<file path="src/rtl/reg_ctrl_pkg.sv">
// Shared definitions for the FunSel register, its ALU control and the FunSel driver.
package reg_ctrl_pkg;

  localparam int DEF_WIDTH = 16;

  localparam logic [1:0] FS_DEC  = 2'b00;
  localparam logic [1:0] FS_INC  = 2'b01;
  localparam logic [1:0] FS_LOAD = 2'b10;
  localparam logic [1:0] FS_CLR  = 2'b11;

  // Raw codes stay available for legacy code that compares state bits directly.
  localparam logic [1:0] ST_IDLE  = 2'd0;
  localparam logic [1:0] ST_RUN   = 2'd1;
  localparam logic [1:0] ST_CHECK = 2'd2;

  typedef enum logic [1:0] {
    IDLE  = ST_IDLE,
    RUN   = ST_RUN,
    CHECK = ST_CHECK
  } state_e;

  function automatic logic is_arith(input logic [1:0] op);
    return (op == FS_DEC) || (op == FS_INC);
  endfunction

endpackage

</file>
<file path="src/rtl/reg_funsel_driver.sv">
// Sequences E/FunSel/I for one command at a time, tracks the expected register
// value in a shadow copy and flags a sticky mismatch against Q on completion.
module reg_funsel_driver
  import reg_ctrl_pkg::*;
#(
  parameter int WIDTH = DEF_WIDTH,
  parameter int CNT_W = 8
) (
  input  logic             clk,
  input  logic             rst_n,
  input  logic             cmd_valid,
  output logic             cmd_ready,
  input  logic [1:0]       cmd_op,
  input  logic [CNT_W-1:0] cmd_count,
  input  logic [WIDTH-1:0] cmd_data,
  output logic             e,
  output logic [1:0]       fun_sel,
  output logic [WIDTH-1:0] i,
  input  logic [WIDTH-1:0] q,
  output logic             busy,
  output logic             done,
  output logic             mismatch,
  output logic [WIDTH-1:0] shadow,
  output logic             shadow_valid
);

  state_e           state;
  logic [1:0]       op_q;
  logic [CNT_W-1:0] cnt_q;
  logic             accept;

  assign cmd_ready = (state == IDLE);
  assign accept    = cmd_valid && cmd_ready;

  // NOTE: every register here uses <= so all updates see the pre-edge values;
  // mixing in blocking assignments would make the shadow race the counter.
  always_ff @(posedge clk or negedge rst_n) begin
    if (!rst_n) begin
      state        <= IDLE;
      op_q         <= FS_DEC;
      cnt_q        <= '0;
      e            <= 1'b0;
      fun_sel      <= FS_DEC;
      i            <= '0;
      busy         <= 1'b0;
      done         <= 1'b0;
      mismatch     <= 1'b0;
      shadow       <= '0;
      shadow_valid <= 1'b0;
    end else begin
      unique case (state)
        IDLE: begin
          if (accept) begin
            op_q     <= cmd_op;
            fun_sel  <= cmd_op;
            i        <= (cmd_op == FS_LOAD) ? cmd_data : '0;
            cnt_q    <= is_arith(cmd_op) ? cmd_count : CNT_W'(1);
            mismatch <= 1'b0;
            busy     <= 1'b1;
            // A zero-length inc/dec never touches the register.
            if (is_arith(cmd_op) && cmd_count == '0) begin
              state <= CHECK;
              done  <= 1'b1;
            end else begin
              state <= RUN;
              e     <= 1'b1;
            end
          end
        end

        RUN: begin
          unique case (op_q)
            FS_DEC:  shadow <= shadow - WIDTH'(1);
            FS_INC:  shadow <= shadow + WIDTH'(1);
            FS_LOAD: shadow <= i;
            default: shadow <= '0;
          endcase
          if (!is_arith(op_q)) shadow_valid <= 1'b1;
          cnt_q <= cnt_q - CNT_W'(1);
          if (cnt_q == CNT_W'(1)) begin
            state <= CHECK;
            e     <= 1'b0;
            done  <= 1'b1;
          end
        end

        CHECK: begin
          state <= IDLE;
          done  <= 1'b0;
          busy  <= 1'b0;
          if (shadow_valid && (q != shadow)) mismatch <= 1'b1;
        end

        default: state <= IDLE;
      endcase
    end
  end

endmodule

</file>
<file path="config.mk">
export PLATFORM = sky130hd
export DESIGN_NAME = reg_funsel_driver
export DESIGN_NICKNAME = d
export VERILOG_FILES = /design/src/rtl/reg_ctrl_pkg.sv /design/src/rtl/reg_funsel_driver.sv
export SDC_FILE = /design/constraint.sdc
export NUM_CORES = 1
export LEC_CHECK = 0
export BUFFER_PORTS_ARGS = -buffer_cell sky130_fd_sc_hd__clkbuf_2
export CORE_UTILIZATION = 40
export DETAILED_ROUTE_END_ITERATION = 16
export PLACE_DENSITY = 0.61
export SYNTH_ARGS = -nofsm -noshare
export SYNTH_HDL_FRONTEND = slang
export SYNTH_SLANG_ARGS = --single-unit
</file>
<file path="constraint.sdc">
create_clock -name clk -period 4.17 [get_ports clk]
set_clock_uncertainty 0.2 [all_clocks]
set_input_delay 0.6255 -clock clk [delete_from_list [all_inputs] [get_ports clk]]
set_output_delay 0.6255 -clock clk [all_outputs]
set_load 0.02 [all_outputs]
</file>
# Yosys cells after proc, flatten, opt, wreduce, memory -nomap -nowiden

Cells that the tools add are included.

Bits in latches: 0
Memories kept: 0
Flip-flop bits (word level): 49
RAM bits: 0
ROM bits: 0

Equality and inequality tests: 13
Mux-type cells: 22
$mul: 0
Shifts and indexed selects: 0
Divide/modulo/power cells: 0
Reduce and logical (&&, ||, !) cells: 20
Add/subtract/negate cells: 3
Magnitude comparators: 0
Bitwise operators: 1

Operators with widths:

| operator                                                                 | count |
|---|---|
| 16-bit one-hot mux with 3 select lines                                   | 1 |
| 16-bit by 1-bit adder with 16-bit output (second input constant)         | 1 |
| 16-bit 2-to-1 mux                                                        | 1 |
| 8-bit 2-to-1 mux                                                         | 2 |
| 16-bit inequality test                                                   | 1 |
| 8-bit one-hot mux with 2 select lines                                    | 1 |
| 16-bit by 1-bit subtractor with 16-bit output (second input constant)    | 1 |
| 2-bit AND reduction                                                      | 5 |
| 1-bit 2-to-1 mux                                                         | 9 |
| 8-bit by 1-bit == test with 1-bit output (second input constant)         | 1 |
| 8-bit zero test                                                          | 1 |
| 4-bit AND reduction                                                      | 2 |
| 8-bit by 1-bit subtractor with 8-bit output (second input constant)      | 1 |
| 2-bit by 1-bit == test with 1-bit output (second input constant)         | 3 |
| 2-bit == test (second input constant)                                    | 3 |
| 2-bit zero test                                                          | 3 |
| 2-bit 2-to-1 mux                                                         | 3 |
| 2-bit inequality test (second input constant)                            | 3 |
| 1-bit one-hot mux with 2 select lines                                    | 3 |
| 2-bit by 1-bit inequality test with 1-bit output (second input constant) | 2 |
| 2-bit one-hot mux with 2 select lines                                    | 1 |
| 2-bit nonzero test                                                       | 2 |
| 1-bit logical AND                                                        | 3 |
| 1-bit one-hot mux with 3 select lines                                    | 1 |
| 4 further kinds                                                          | 5 |

# Logic depth before layout (Yosys ltp)

Word-level depth: 6
Gate-level depth with buffers: 11

# Worst setup path before layout

No wires, ideal clock.

Path kind: register -> register
Start: register op_q[1]
End: register shadow[15]
Library setup time: 125 ps
Required time: 3845 ps
Cell stages (with the launch flop): 11
Arrival time: 2809 ps
Path slack: 1036 ps
Path through: dfrtp_1 > buf_2 > clkbuf_1 > nand2b_1 > ha_1 > o211ai_1 > o21ai_2 > a31oi_4 > nor3_2 > nor3_2 > mux2_4

Cells in the longest elaborated chain, start to end: 2
Elaborated cells on any way between the ends: 4
Classes of those cells: eq/ne (2); mux (1); reduce/logical (1)

Ends and longest elaborated chain:

| item                                       | line                    | RTL |
|---|---|---|
| start, declared                            | reg_funsel_driver.sv:28 | `logic [1:0] op_q;` |
| start signal, assigned                     | reg_funsel_driver.sv:54 | `op_q <= cmd_op;` |
| 2-bit == test (tied with other cells)      | reg_funsel_driver.sv:72 | `unique case (op_q)` |
| 16-bit one-hot mux with 3 select lines (*) | reg_funsel_driver.sv:72 |  |
| end signal, assigned                       | reg_funsel_driver.sv:73 | `FS_DEC: shadow <= shadow - WIDTH'(1);` |
| end signal, assigned                       | reg_funsel_driver.sv:74 | `FS_INC: shadow <= shadow + WIDTH'(1);` |
| end signal, assigned                       | reg_funsel_driver.sv:75 | `FS_LOAD: shadow <= i;` |
| end, declared                              | reg_funsel_driver.sv:23 | `output logic [WIDTH-1:0] shadow,` |

Every way passes the cells marked *; elsewhere a longest branch is shown, timed or not.
A chain may end at the register's enable or synchronous reset.

# Worst setup path after layout

Start: register op_q[1]
End: register shadow[12]

The elaborated chain is that of the path after synthesis.

==> impl_metrics.yaml <==
routing:
  drt_pass1_iterations: 4
  drt-initial-drc-count: 237
  drtAntennaViolNets: 0
  vias_per_cell: 5.32
  drc: 0
  drt_wl_total_um: 8400
  avgRoutedWirePerCell_um: 15.2
  vias: 2950
critical_path:
  reg2reg_depth: 8
  cp.required_ns: 4.17
  cpPeakStageDelay_ns: 0.61
  reg2reg_setup_slack_ns: 0.95
  crit_family: "simple AND/OR/NAND/NOR gates"
  start_kind: "flip-flop"
  cp_slowest_cell: "nand2b_1"
  endpoint_kind: "flip-flop"
  critPathArrivalTime_ns: 3.22
  r2r-end: "shadow[12]$_DFFE_PN0P_"
  r2r-start: "op_q[1]$_DFFE_PN0P_"
  crit_chain: "nand2b_1, fa_1, a21oi_1, o211ai_2, nand4_2, or2b_1, xnor2_1, o21ai_0"
  crit_type: "reg -> reg"
  cp_num_buf_inv: 0
  critPathMaxFanout: 19
sta:
  slew_headroom_pct: 28.8
  drv_slew: 0
  rsz0062_at_grt: "no"
  min_period_ns: 3.22
  finalCritPeriodShare_pct: 77.3
  worst_pin_slew_ns: 1.07
  max_freq_mhz: 310
  tns_ns: 0
  setup_violations: 0
  hold_viol: 0
grt:
  grt_use_total_pct: 20.6
  grt_pass1_vias: 2756
  grt_antenna_before_repair: 0
  grt_max_degree: 50
  grt_overflow: 0
  grt_pass1_wl_um: 13700
clocking:
  clock-root-buffer: "clkbuf_8"
  clock_latency_ns: 0.31
  cts.sinks: 49
  clk_pin_slew_ns: 0.10
  cts_resized: 0
  cts_buffer_depth: 2
  htreeDepth: 2
  postCtsSetupBuffers: 0
  cts_tree: "built"
  postCtsHoldBufs: 0
  numCtsBuffers: 5
logic_synthesis:
  synthAdderAreaFrac_pct: 7.92
  syn_area_per_cell_um2: 8.63
  synth_edf_count: 0
  yosys_warnings: 0
  synth_xor_area_share_pct: 8.08
  synth-compound-area-share_pct: 22.2
  ys_types: 53
  syn_area_um2: 3250
  ys_seq_area_share_pct: 37.7
  synth_mux_area_share_pct: 1.46
  syn_inst: 377
  synthSimpleGateAreaFrac_pct: 18.0
  ys_ff_latch: 49
  synth_ff_type: "dfrtp_1"
  synth_top_family_by_area: "compound AO/OA/AOI/OAI gates"
  synthArstFlopShare_pct: 100
  syn_nets: 442
place:
  port_buffers: 84
  hpwl_um: 6420
  placed_cell_area_um2: 3720
  place.gp.congestion: 0.854
  dp_cells: 546
layout:
  multi_input_comb_area_um2: 1880
  n_fill_cell: 788
  seq_area_um2: 1230
  syn2layout_area_growth_pct: 17.0
  finalNetCount: 516
  antennaDiodeCount: 0
  final_area_um2: 3810
  drive_gt1_share_pct: 24.6
  layout.cells.non_filler: 554
floorplanning:
  coreArea_um2: 7810
  io_pins: 85
  die_area_um2: 8500
  fp.dieH_um: 92.2
  die_width_um: 92.2
  num_rows: 32
  start_util_pct: 41.7
worst_hold_path:
  min_path_type: "in -> async"
pwr:
  power_mw: 3.43
  p_per_area_nw_per_um2: 901
  p_leak_nw: 1.79
  ir_drop_mv: 0.243
flow_run:
  cap_violations: 0
status:
  outcome: "finished clean"
[worst reg2reg max path, delay by kind of cell, from the launching register on]
kind,cells,cell delay (ns)
simple gates,3,1.02
fa+ha+maj,1,0.60
flops,1,0.59
compound gates,3,0.57
xor+xnor,1,0.15
[layout make-up]
type,count,area share [%]
timing repair buffer,86,11.4
inverter,14,1.38
clock buffer,5,1.81
sequential,49,32.2
clock inverter,3,0.559
multi-input combinational,295,49.3
tap,102,3.35
[logic make-up (layout without fill, tap and decap cells)]
group / count (synthesis) / in the layout
XOR/XNOR: 30 / 30
adder cells (fa/ha/maj): 20 / 20
multiplexers: 4 / 4
flip-flops: 49 / 49
AO/OA/AOI/OAI: 118 / 118
AND/OR/NAND/NOR: 123 / 123
buffers and inverters: 33 / 108
[where the power goes]
| group | internal, mW | total (mW) | leakage, nW | switching [mW] |
|---|---|---|---|---|
| clock | 0.120 | 0.296 | 0.0445 | 0.176 |
| sequential | 0.651 | 0.908 | 0.616 | 0.257 |
| combinational | 0.901 | 2.23 | 1.13 | 1.32 |
| total | 1.67 | 3.43 | 1.79 | 1.76 |
[registers in the layout, summed over array words and instances (netlist names)]
register      flops
shadow           16
done              1
e                 1
cnt_q             8
state             2
shadow_valid      1
i                16
busy              1
op_q              2
mismatch          1
[routing by layer]
layer	GRT usage [%]	share of wire, %	vias up	wire length (um)
met1	31.4	50	1368	4200
met3	3.32	5.5	11	464
met2	30.0	43	97	3620
li1	-	-	1474	-
met5	0	0	-	0
met4	5.60	1.4	0	121
[worst max-delay path by stage]
stage / startpoint / endpoint / slack (ns) / cells past startpoint
after floorplan: op_q[1]$_DFFE_PN0P_ / shadow[15]$_DFFE_PN0P_ / 1.04 / 10
after global placement: op_q[1]$_DFFE_PN0P_ / shadow[15]$_DFFE_PN0P_ / 1.04 / 8
after detailed placement: op_q[1]$_DFFE_PN0P_ / shadow[15]$_DFFE_PN0P_ / 0.96 / 8
after CTS: op_q[1]$_DFFE_PN0P_ / shadow[8]$_DFFE_PN0P_ / 0.94 / 8
after global routing: op_q[1]$_DFFE_PN0P_ / shadow[6]$_DFFE_PN0P_ / 0.71 / 8
final: op_q[1]$_DFFE_PN0P_ / shadow[12]$_DFFE_PN0P_ / 0.95 / 8
[synth_stat cells (2+ instances only)]
master	count	area, um^2
o22ai_1	2	12.5
a21o_1	4	30.0
xnor2_1	9	78.8
nor4_1	6	37.5
nand4_1	5	31.3
nor3_2	2	20.0
clkbuf_2	2	10.0
buf_2	8	40.0
nor2b_1	5	31.3
nor3_1	4	20.0
a31oi_1	6	37.5
xor2_1	21	184
buf_6	2	22.5
o21ai_0	46	230
mux2_2	2	22.5
nand2b_1	4	25.0
clkbuf_1	7	26.3
ha_1	19	238
o211ai_2	2	25.0
nor2_1	28	105
a22oi_1	9	67.6
nor3b_1	2	15.0
a21oi_1	32	160
inv_1	13	48.8
dfrtp_1	49	1230
nand2_1	51	191
nand3_1	8	40.0
o31ai_1	3	22.5
o21ai_1	2	10.0
[cells in the final DEF (no fill, tap or decap), types with 6 or more instances in the layout]
cell and n:
a21oi_1 32, a22oi_1 9, a31oi_1 6, clkbuf_2 84
dfrtp_1 49, ha_1 19, inv_1 13, nand2_1 51
nand3_1 8, nor2_1 28, nor4_1 6, o21ai_0 46
xnor2_1 9, xor2_1 21
[stage by stage]
step | hold slack, ns | setup slack, ns | utilization (%)
5_1_grt | 0.271 | 0.707 | 48.8
2_1_floorplan | 0.130 | 1.04 | -
6_report | 0.212 | 0.947 | 48.8
4_1_cts | 0.239 | 0.945 | 48.8
3_3_place_gp | 0.285 | 1.04 | 47.6
3_5_place_dp | 0.274 | 0.957 | 47.6
Power figures use the tool's default switching activity.
